<file path="config.mk">
export PLATFORM = sky130hd
export DESIGN_NAME = pair_skew_feeder
export DESIGN_NICKNAME = d
export VERILOG_FILES = /design/src/rtl/pair_skew_feeder.sv
export SDC_FILE = /design/constraint.sdc
export NUM_CORES = 1
export LEC_CHECK = 0
export CAP_MARGIN = 5
export CORE_UTILIZATION = 55
export DETAILED_ROUTE_END_ITERATION = 10
export PLACE_DENSITY = 0.76
export SYNTH_ARGS = -nofsm -noshare
export SYNTH_HDL_FRONTEND = slang
export SYNTH_SLANG_ARGS = --single-unit
</file>
<file path="constraint.sdc">
create_clock -name clk -period 9.6 [get_ports clk]
set_clock_uncertainty 0.2 [all_clocks]
set_input_delay 0.96 -clock clk [delete_from_list [all_inputs] [get_ports clk]]
set_output_delay 0.96 -clock clk [all_outputs]
set_load 0.05 [all_outputs]
</file>
<file path="src/rtl/pair_skew_feeder.sv">
// pair_skew_feeder: buffers 64-bit beats from the operand buffer, splits each
// beat into two 32-bit lanes and skews lane 1 by one cycle so the operands
// reach a 2-lane systolic edge wavefront-aligned. A transfer runs for a
// programmed number of beats and finishes with a one-cycle done pulse.
module pair_skew_feeder #(
  parameter int DATA_W     = 32,
  parameter int FIFO_DEPTH = 4,
  parameter int LEN_W      = 14
) (
  input  logic                clk,
  input  logic                reset,
  input  logic                start,
  input  logic [LEN_W-1:0]    len,
  input  logic                in_valid,
  input  logic [2*DATA_W-1:0] in_data,
  output logic                in_ready,
  output logic [DATA_W-1:0]   out_a0,
  output logic                out_v0,
  output logic [DATA_W-1:0]   out_a1,
  output logic                out_v1,
  output logic                busy,
  output logic                done
);

  localparam int PTR_W = (FIFO_DEPTH > 1) ? $clog2(FIFO_DEPTH) : 1;
  localparam int CNT_W = PTR_W + 1;

  typedef enum logic [1:0] {
    S_IDLE,
    S_LOAD,
    S_DRAIN,
    S_DONE
  } state_t;

  state_t state_q, state_d;

  logic [LEN_W-1:0]    rem_in_q, rem_in_d;
  logic [PTR_W-1:0]    wr_ptr_q, wr_ptr_d;
  logic [PTR_W-1:0]    rd_ptr_q, rd_ptr_d;
  logic [CNT_W-1:0]    count_q, count_d;
  logic [2*DATA_W-1:0] mem_q [FIFO_DEPTH];

  logic [DATA_W-1:0]   a0_q, a0_d;
  logic                v0_q, v0_d;
  logic [DATA_W-1:0]   skew_q, skew_d;
  logic                skew_v_q, skew_v_d;
  logic [DATA_W-1:0]   a1_q, a1_d;
  logic                v1_q, v1_d;

  logic                accept;
  logic                pop;
  logic [2*DATA_W-1:0] head;

  // Handshake and pop qualifiers; the array downstream drains every cycle.
  assign accept = in_valid && in_ready;
  assign pop    = (count_q != '0);
  assign head   = mem_q[rd_ptr_q];

  // State register.
  always_ff @(posedge clk or negedge reset) begin
    // NOTE: sequential state uses non-blocking assignments so every flop
    // samples the pre-edge values of the others, independent of block order.
    if (!reset) state_q <= S_IDLE;
    else        state_q <= state_d;
  end

  // Next-state logic: a zero-length transfer goes straight to DONE.
  always_comb begin
    // NOTE: default assignment first so no path leaves state_d unassigned,
    // which would otherwise infer a latch.
    state_d = state_q;
    unique case (state_q)
      S_IDLE:  if (start) state_d = (len == '0) ? S_DONE : S_LOAD;
      S_LOAD:  if (accept && (rem_in_q == LEN_W'(1))) state_d = S_DRAIN;
      S_DRAIN: if ((count_q == '0) && !skew_v_q && !v1_q) state_d = S_DONE;
      S_DONE:  state_d = S_IDLE;
      default: state_d = S_IDLE;
    endcase
  end

  // Moore outputs decoded from registered state, count and beat counter only.
  always_comb begin
    busy     = (state_q != S_IDLE);
    done     = (state_q == S_DONE);
    in_ready = (state_q == S_LOAD) && (count_q < CNT_W'(FIFO_DEPTH)) &&
               (rem_in_q != '0);
  end

  // Beat counter, FIFO pointers and occupancy.
  always_comb begin
    rem_in_d = rem_in_q;
    wr_ptr_d = wr_ptr_q;
    rd_ptr_d = rd_ptr_q;
    count_d  = count_q;

    if ((state_q == S_IDLE) && start) rem_in_d = len;
    else if (accept)                  rem_in_d = rem_in_q - LEN_W'(1);

    // Power-of-two depth lets the pointers wrap by plain overflow.
    if (accept) wr_ptr_d = wr_ptr_q + PTR_W'(1);
    if (pop)    rd_ptr_d = rd_ptr_q + PTR_W'(1);

    unique case ({accept, pop})
      2'b10:   count_d = count_q + CNT_W'(1);
      2'b01:   count_d = count_q - CNT_W'(1);
      default: count_d = count_q;
    endcase
  end

  // Lane split and diagonal skew: element 0 leaves on the pop edge, element 1
  // waits one edge in the skew register. Idle slots drive zero data.
  always_comb begin
    v0_d     = pop;
    a0_d     = pop ? head[2*DATA_W-1:DATA_W] : '0;
    skew_v_d = pop;
    skew_d   = pop ? head[DATA_W-1:0] : '0;
    v1_d     = skew_v_q;
    a1_d     = skew_q;
  end

  // Control and pipeline registers.
  always_ff @(posedge clk or negedge reset) begin
    if (!reset) begin
      rem_in_q <= '0;
      wr_ptr_q <= '0;
      rd_ptr_q <= '0;
      count_q  <= '0;
      a0_q     <= '0;
      v0_q     <= 1'b0;
      skew_q   <= '0;
      skew_v_q <= 1'b0;
      a1_q     <= '0;
      v1_q     <= 1'b0;
    end else begin
      rem_in_q <= rem_in_d;
      wr_ptr_q <= wr_ptr_d;
      rd_ptr_q <= rd_ptr_d;
      count_q  <= count_d;
      a0_q     <= a0_d;
      v0_q     <= v0_d;
      skew_q   <= skew_d;
      skew_v_q <= skew_v_d;
      a1_q     <= a1_d;
      v1_q     <= v1_d;
    end
  end

  // Beat storage.
  always_ff @(posedge clk) begin
    // NOTE: the storage array is deliberately not reset; only entries between
    // the pointers are ever read, and the pointers and count are reset.
    if (accept) mem_q[wr_ptr_q] <= in_data;
  end

  assign out_a0 = a0_q;
  assign out_v0 = v0_q;
  assign out_a1 = a1_q;
  assign out_v1 = v1_q;

endmodule
</file>
* Word level (Yosys, flattened, before mapping)
Memories as Yosys holds them, arrays and structs flattened. Index checks and enable logic that the tools add are counted.
Word-level totals: register bits 121, bits in writable memories 256, input port bits 82, output and inout port bits 69, logic and storage cells 56, memories 1
Operators by class: $add $sub $neg 5, magnitude comparators 1, equal/unequal tests 9, muxes and demuxes 12, reductions and logical operators 18
Memory list:
- mem_q | words 4, bits a word 64, read ports 1, clocked after memory_dff 0, wr ports 1, line 41 | logic [2*DATA_W-1:0] mem_q [FIFO_DEPTH];
Operators with widths (count):
- 2-to-1 mux 32 bit | 2
- 2-to-1 mux 14 bit | 2
- == test 14 x 1 -> 1 bit, second input constant | 1
- logical NOT 14 bit | 1
- nonzero test 14 bit | 1
- subtractor 14 x 1 -> 14 bit, second input constant | 1
- 2-to-1 mux 2 bit | 4
- case mux 2 bit (4 select lines) | 1
- logical AND 1 bit | 7
- == test 2 bit, second input constant | 3
- != test 2 bit, second input constant | 3
- case mux 3 bit (2 select lines) | 1
- nonzero test 2 bit | 3
- adder 2 x 1 -> 2 bit, second input constant | 2
- == test 2 x 1 -> 1 bit, second input constant | 2
- adder 3 x 1 -> 3 bit, second input constant | 1
- logical NOT 3 bit | 1
- less-than comparator 3 bit, second input constant | 1
- AND reduction 3 bit | 1
- nonzero test 3 bit | 1
- subtractor 3 x 1 -> 3 bit, second input constant | 1
- logical NOT 1 bit | 2
- logical NOT 2 bit | 1
- 2-to-1 mux 1 bit | 2

* Depth between registers and ports, before layout
Gate-level depths: netlist of run 1.
word-level depth 7, mapped depth 12, mapped depth without buffers 12

* Least setup slack after synthesis of run 1
OpenSTA, ideal clock, no wires.
path kind input to register, from input port in_valid, to memory mem_q[0][0] (netlist name) (enable), library setup time 0.429 ns, arrival 2.946 ns, data required time 8.971 ns, path slack 6.025 ns, stages 3, path buffers 0, cell sequence nand3b_1 > nor2_2 > and2_1
Between the ends: word-level cells in the longest chain between the ends 3
RTL lines:
- from (decl) | line 14 | input logic in_valid,
- logical AND 1 bit | line 55 | assign accept = in_valid && in_ready;
- 2-to-1 mux 1 bit | line 152 | if (accept) mem_q[wr_ptr_q] <= in_data;
- 2-to-1 mux 1 bit (implied by the code) | line 152
- to (decl) | line 41
No other way between the ends.

* Worst setup path after layout of run 1
from register rem_in_q[0], to output port in_ready
Between the ends: word-level cells in the longest chain between the ends 2
RTL lines:
- from (decl) | line 37 | logic [LEN_W-1:0] rem_in_q, rem_in_d;
- from (signal assigned) | line 135 | rem_in_q <= rem_in_d;
- nonzero test 14 bit | line 86 | (rem_in_q != '0);
- logical AND 1 bit | line 85 | in_ready = (state_q == S_LOAD) && (count_q < CNT_W'(FIFO_DEPTH)) &&
- to (decl) | line 16 | output logic in_ready,
No other way between the ends.

==> results.toml, run 1 <==
[cells_and_area]
regArea_um2 = 10700
fill_cells = 1522
drive_gt1_share_pct = 15.9
multi_input_area_um2 = 2710
mostFrequentLayoutCells = "edfxtp_1, clkdlybuf4s50_1, dfrtp_1"
syn_to_final_growth_pct = 22.2
final_nets = 922
final_common_cell = "edfxtp_1"

[worst_setup_path]
cp-startpoint = "rem_in_q[0]$_DFFE_PN0P_"
path_delay_family = "buffers and inverters"
worstPathMaxFanout = 5
r2r_start = "rem_in_q[0]$_DFFE_PN0P_"
worstSetupEndpointType = "output port"
r2r_cells = 6
critPathKind = "flip-flop to output port"
ff2ff_setup_slack_ns = 6.58
endpoint = "in_ready"
crit_cells = 6
path_buf_inv = 2
cpMostUsedCell = "nor3b_1"
crit_arrival_ns = 2.67
cp_slowest_cell = "clkdlybuf4s50_1"
cp_data_required_time_ns = 8.44
setup.worst_path.start_class = "flip-flop"
cpPeakStageDelay_ns = 0.83
critical_path.cell_chain = "inv_1 -> ha_1 -> nor3b_1 -> and4_1 -> nor3b_1 -> clkdlybuf4s50_1"
timing.rr.end = "mem_q[0][14]$_DFFE_PP_"

[power_and_ir_drop]
netSwitchingPower_mw = 1.75
p_int_mw = 3.61
ir_drop_mv = 0.199
clkPwrFrac_pct = 25.9
p_comb_share_pct = 30.8
pwr-share-seq_pct = 43.3
power_leakage_nw = 5.83
switching_share_pct = 32.6
pwr_density_cell_nw_per_um2 = 323

[job]
maxCapViolCount = 0

[synth]
synth-edff-count = 256
synthCells = 660
synth_fp_nets = 755
synthesis.area_um2 = 13600
ys_ff_latch = 377
synthFlopType = "edfxtp_1"
async_flop_share_pct = 32.1
synth_cell_type_count = 43
ys_seq_area_share_pct = 79.0
avgSynthCellArea_um2 = 20.5
yosysWarningCount = 0

[detailed_routing]
viasPerCell = 5.48
wire_per_inst_um = 20.5
drc = 0
vias = 6468
drt_iter0_drc = 434
firstDrtPassIters = 6
drt-total-wl_um = 24200
ant_nets = 0

[clock_tree]
clk_latency_ns = 0.51
cts_setup_buffers = 0
clkSinkCount = 377
root_buffer = "clkbuf_16"
hold_buffers = 0
post_cts_resized = 0
htree_levels = 2
clockBufferDepth = 3
cts_buffers = 37
cts_tree = "done"
clkSlewWorstSetupHoldPaths_ns = 0.06

[placed_design]
place_ws_ns = 6.08
dp_hpwl_um = 14200
gp_congestion = 0.780
io_buffers = 150

[die]
num_rows = 57
pin_count = 151
core_um2 = 24200
initial_core_util_pct = 55.9
die_y_um = 159
design.die.area_um2 = 25300
die_width_um = 159

[outcome]
status = "finished, final reports clean"

[timing]
grt_setup_unrepaired = "false"
hold_viol = 0
slew_violations = 0
slew_headroom_pct = 23.3
setup_viol = 0
setup_ws_ns = 5.77
final.min_clock_period_ns = 3.83
period_share_pct = 39.9
fmax_ghz = 0.261
tightest_slew_ns = 1.15
fin_setup_tns_ns = 0

[global_routing]
grt_pass1_wl_um = 38300
grt_pass1_vias = 7014
grt_max_degree = 71
grt_usage_pct = 19.9
antenna_found_initial = 1
gr-total-overflow = 0

[worst_hold_path]
hp-start = "a1_d[26]$_DFF_PN0_"
hp-class = "flip-flop to flip-flop"
==> sequential cells by signal (all words and copies together), names as in the netlist <==
register / cells
out_a1: 32
mem_q: 256
rd_ptr_q: 2
rem_in_q: 14
out_a0: 32
state_q: 2
skew_v_q: 1
wr_ptr_q: 2
a1_d: 32
count_q: 3
out_v1: 1
==> per-layer routing <==
metal	vias to the layer above	GRT usage (%)	part of all wire (%)
met5	-	0	0
met4	0	7.43	2.9
met3	53	4.01	5.2
met2	208	33.9	52
met1	3349	25.6	40
li1	2858	-	-
==> worst min path at each step <==
| stage | end | cells after the start |
|---|---|---|
| 4_1_cts | out_a1[21]$_DFF_PN0_ | 0 |
| 6_report | out_a1[26]$_DFF_PN0_ | 0 |
| 3_5_place_dp | out_a1[21]$_DFF_PN0_ | 0 |
| 5_1_grt | out_a1[22]$_DFF_PN0_ | 0 |
| 3_3_place_gp | out_a1[22]$_DFF_PN0_ | 0 |
| 2_1_floorplan | out_a1[0]$_DFF_PN0_ | 0 |
==> metrics by stage <==
stage / util, % / total power, mW / hold slack [ns] / cells / cell area (um^2)
after floorplan: - / 3.45 / 0.131 / 660 / 13600
after global placement: 63.5 / 3.96 / 0.131 / 1112 / 15400
after detailed placement: 63.5 / 4.02 / 0.135 / 1112 / 15400
after CTS: 68.3 / 5.42 / 0.149 / 1179 / 16600
after global routing: 68.3 / 5.59 / 0.154 / 1180 / 16600
final: 68.3 / 5.36 / 0.147 / 1180 / 16600
==> cells by family (layout without fill, tap and decap cells) <==
family / after synthesis / count (layout) / synth area share, %
AO/OA/AOI/OAI: 22 / 22 / 0.914
XOR/XNOR: 16 / 16 / 1.03
adder cells (fa/ha/maj): 13 / 13 / 1.26
buffers and inverters: 35 / 230 / 1.09
flip-flops: 377 / 377 / 79.0
multiplexers: 68 / 68 / 10.9
other: 0 / 1 / 0
AND/OR/NAND/NOR: 129 / 129 / 5.73
==> area by class of cell <==
class / count / share of cell area (%)
Antenna cell: 1 / 0.0151
Clock buffer: 54 / 6.34
Clock inverter: 13 / 0.763
Inverter: 11 / 0.249
Multi-Input combinational cell: 248 / 16.3
Sequential cell: 377 / 64.7
Tap cell: 324 / 2.45
Timing Repair Buffer: 152 / 9.16
==> power by group through the flow <==
stage | Sequential [mW] | Combinational [mW] | Clock (mW)
detailed placement | 2.36 | 1.66 | 0
global route | 2.36 | 1.75 | 1.47
CTS | 2.33 | 1.67 | 1.41
finish | 2.32 | 1.65 | 1.39
global placement | 2.33 | 1.63 | 0
floorplan | 2.72 | 0.734 | 0
==> cell usage after synthesis (all sizes together), types with 2 or more instances <==
library cell	count	area, um^2
nor3b	2	15.0
inv	11	41.3
nand2	8	32.5
ha	12	150
xnor2	8	70.1
nor4	6	50.0
or3	2	12.5
mux2i	3	30.0
clkbuf	11	41.3
or4	2	18.8
and2	68	425
nor4b	2	17.5
nor3	6	35.0
dlygate4sd1	2	17.5
xor2	8	70.1
nor2	19	73.8
a21oi	14	70.1
o21ai	3	15.0
edfxtp	256	7690
dfrtp	121	3030
buf	11	47.5
nand4	2	12.5
nand3b	2	15.0
nand3	5	25.0
mux4	64	1440
(Power assumes the default switching activity.)
==> run 2, diff against run 1 <==
Settings changed: CORE_UTILIZATION 55 to 50, PLACE_DENSITY 0.76 to 0.73.
Clock period 9.6 ns to 3.45 ns, I/O delays scaled along.
==> run 2 against run 1 <==
- design area rose by 1.5%
- via count rose by 1.1%
- hold slack barely moved
- setup slack got worse by 5.6 ns
- highest routed layer unchanged
- final cell count rose by 1.9%
- routed wire length rose by 4.3%
- die area rose by 9.9%
- power rose to 2.8 times the previous value
- first-iteration DRC count rose by 2.1%
- global-route usage fell by 0.97 points
- core utilization fell by 4.5 points
==> results.toml, run 2 (synthesis results as in run 1) <==
[outcome]
status = "finished, final reports clean"

[global_routing]
met1_usage_pct = 23.8
grt_usage_pct = 18.9
grt_pass1_vias = 7189
grt_max_degree = 66
use_met3_pct = 3.28
gr-usage-met2_pct = 33.7
antenna_found_initial = 0
grt_pass1_wl_um = 39900
grt-busiest-layer = "met2"
gr-total-overflow = 0

[timing]
slew_violations = 0
fin_setup_tns_ns = 0
slew_headroom_pct = 35.8
grt_setup_unrepaired = "false"
final.min_clock_period_ns = 3.29
tightest_slew_ns = 0.963
fmax_ghz = 0.304
hold_viol = 0
setup_viol = 0
period_share_pct = 95.3

[power_and_ir_drop]
switching_share_pct = 32.7
finalPower_mw = 15.2
p_comb_share_pct = 31.0
ir_drop_mv = 0.784
pwr-share-seq_pct = 42.3
pwr_density_cell_nw_per_um2 = 903
power_leakage_nw = 5.93
netSwitchingPower_mw = 4.97
p_int_mw = 10.2
clkPwrFrac_pct = 26.8

[clock_tree]
clkSlewWorstSetupHoldPaths_ns = 0.06
clkSinkCount = 377
cts_buffers = 38
clk_latency_ns = 0.52
cts_setup_buffers = 0
root_buffer = "clkbuf_16"
cts_tree = "done"
htree_levels = 2
clockBufferDepth = 3

[worst_hold_path]
hp-class = "flip-flop to flip-flop"

[detailed_routing]
viasPerCell = 5.43
drc = 0
drt_iter0_drc = 443
wire_per_inst_um = 21.0
vias = 6536
ant_nets = 0
firstDrtPassIters = 5
drt-total-wl_um = 25200

[cells_and_area]
final_common_cell = "edfxtp_1"
n_antenna_cell = 0
largest_register = "mem_q"
fill_cells = 1767
mostFrequentLayoutCells = "edfxtp_1, clkdlybuf4s50_1, dfrtp_1"
syn_to_final_growth_pct = 24.1
stdcell_count = 1203
drive_gt1_share_pct = 17.3
final_nets = 933
largest_reg_flops = 256

[placed_design]
post-place-cells = 1132
dp_hpwl_um = 15700
gp_congestion = 0.808
io_buffers = 150

[worst_setup_path]
setup.worst_path.start_class = "flip-flop"
worstSetupEndpointType = "output port"
crit_arrival_ns = 2.74
worstPathMaxFanout = 5
cp_data_required_time_ns = 2.90
critPathKind = "flip-flop to output port"

[die]
num_rows = 59
initial_core_util_pct = 51.4
design.die.area_um2 = 27800
pin_count = 151
die_width_um = 167
core_um2 = 26400
die_y_um = 167

[job]
maxCapViolCount = 0
==> run 2: cell count changes in the layout (fill, tap and decap cells not counted), moves of 2 or more <==
cell      previous run  this run
clkinv_1             2         4
buf_12               0         6
clkbuf_1            12         8
buf_4                2         5
==> run 2: power groups by stage <==
| stage | logic, mW | registers (mW) | clock network, mW |
|---|---|---|---|
| finish | 4.71 | 6.42 | 4.07 |
| global route | 4.98 | 6.53 | 4.33 |
| CTS | 4.78 | 6.44 | 4.17 |
| detailed placement | 4.73 | 6.52 | 0 |
| global placement | 4.66 | 6.46 | 0 |
| floorplan | 2.04 | 7.56 | 0 |
==> run 2: metrics by stage <==
step           utilization (%)  setup WS [ns]  area, um^2  hold WS [ns]
2_1_floorplan                -          0.626       13600        -0.151
3_3_place_gp              59.0          0.627       15500         0.131
3_5_place_dp              59.0          0.515       15500         0.135
4_1_cts                   63.8          0.140       16800         0.147
5_1_grt                   63.8         0.0748       16800         0.150
6_report                  63.8          0.161       16800         0.148
==> run 2: worst paths after layout <==
kind                       slack, ns                      end  cells after the start               startpoint
max                             0.16                 in_ready                      6  rem_in_q[0]$_DFFE_PN0P_
min in group asynchronous       0.21  rem_in_q[9]$_DFFE_PN0P_                      2                    reset
min                             0.15      out_a1[8]$_DFF_PN0_                      0        a1_d[8]$_DFF_PN0_
max in group asynchronous       2.08       a1_d[10]$_DFF_PN0_                      3                    reset
max reg2reg                     0.53   mem_q[3][44]$_DFFE_PP_                      7  rem_in_q[0]$_DFFE_PN0P_
min reg2reg                     0.15      out_a1[8]$_DFF_PN0_                      0        a1_d[8]$_DFF_PN0_
==> run 2: repair_timing <==
item	4_1_cts	5_1_grt
hold endpoints to repair	60	0
gates resized for setup	0	0
hold buffers	1	0
==> run 2: layout make-up <==
| cell class | instances | area [um^2] | share of cell area (%) |
|---|---|---|---|
| sequential | 377 | 10700 | 63.8 |
| multi-input combinational | 248 | 2710 | 16.1 |
| timing repair buffer | 162 | 1670 | 9.93 |
| clock buffer | 51 | 1060 | 6.31 |
| tap | 335 | 419 | 2.49 |
| clock inverter | 19 | 200 | 1.19 |
| inverter | 11 | 41.3 | 0.245 |
==> run 2: worst max-delay path, stage by stage (launching register included) <==
cell	delay [ns]
dfrtp_1	0.42
inv_1	0.08
ha_1	0.26
nor3b_1	0.17
and4_1	0.24
nor3b_1	0.21
clkdlybuf4s50_1	0.85
==> run 2: metal layers <==
| layer | wire, um | part of all wire [%] |
|---|---|---|
| met4 | 474 | 1.9 |
| met5 | 0 | 0 |
| met1 | 10100 | 40 |
| met3 | 1360 | 5.4 |
| met2 | 13300 | 53 |
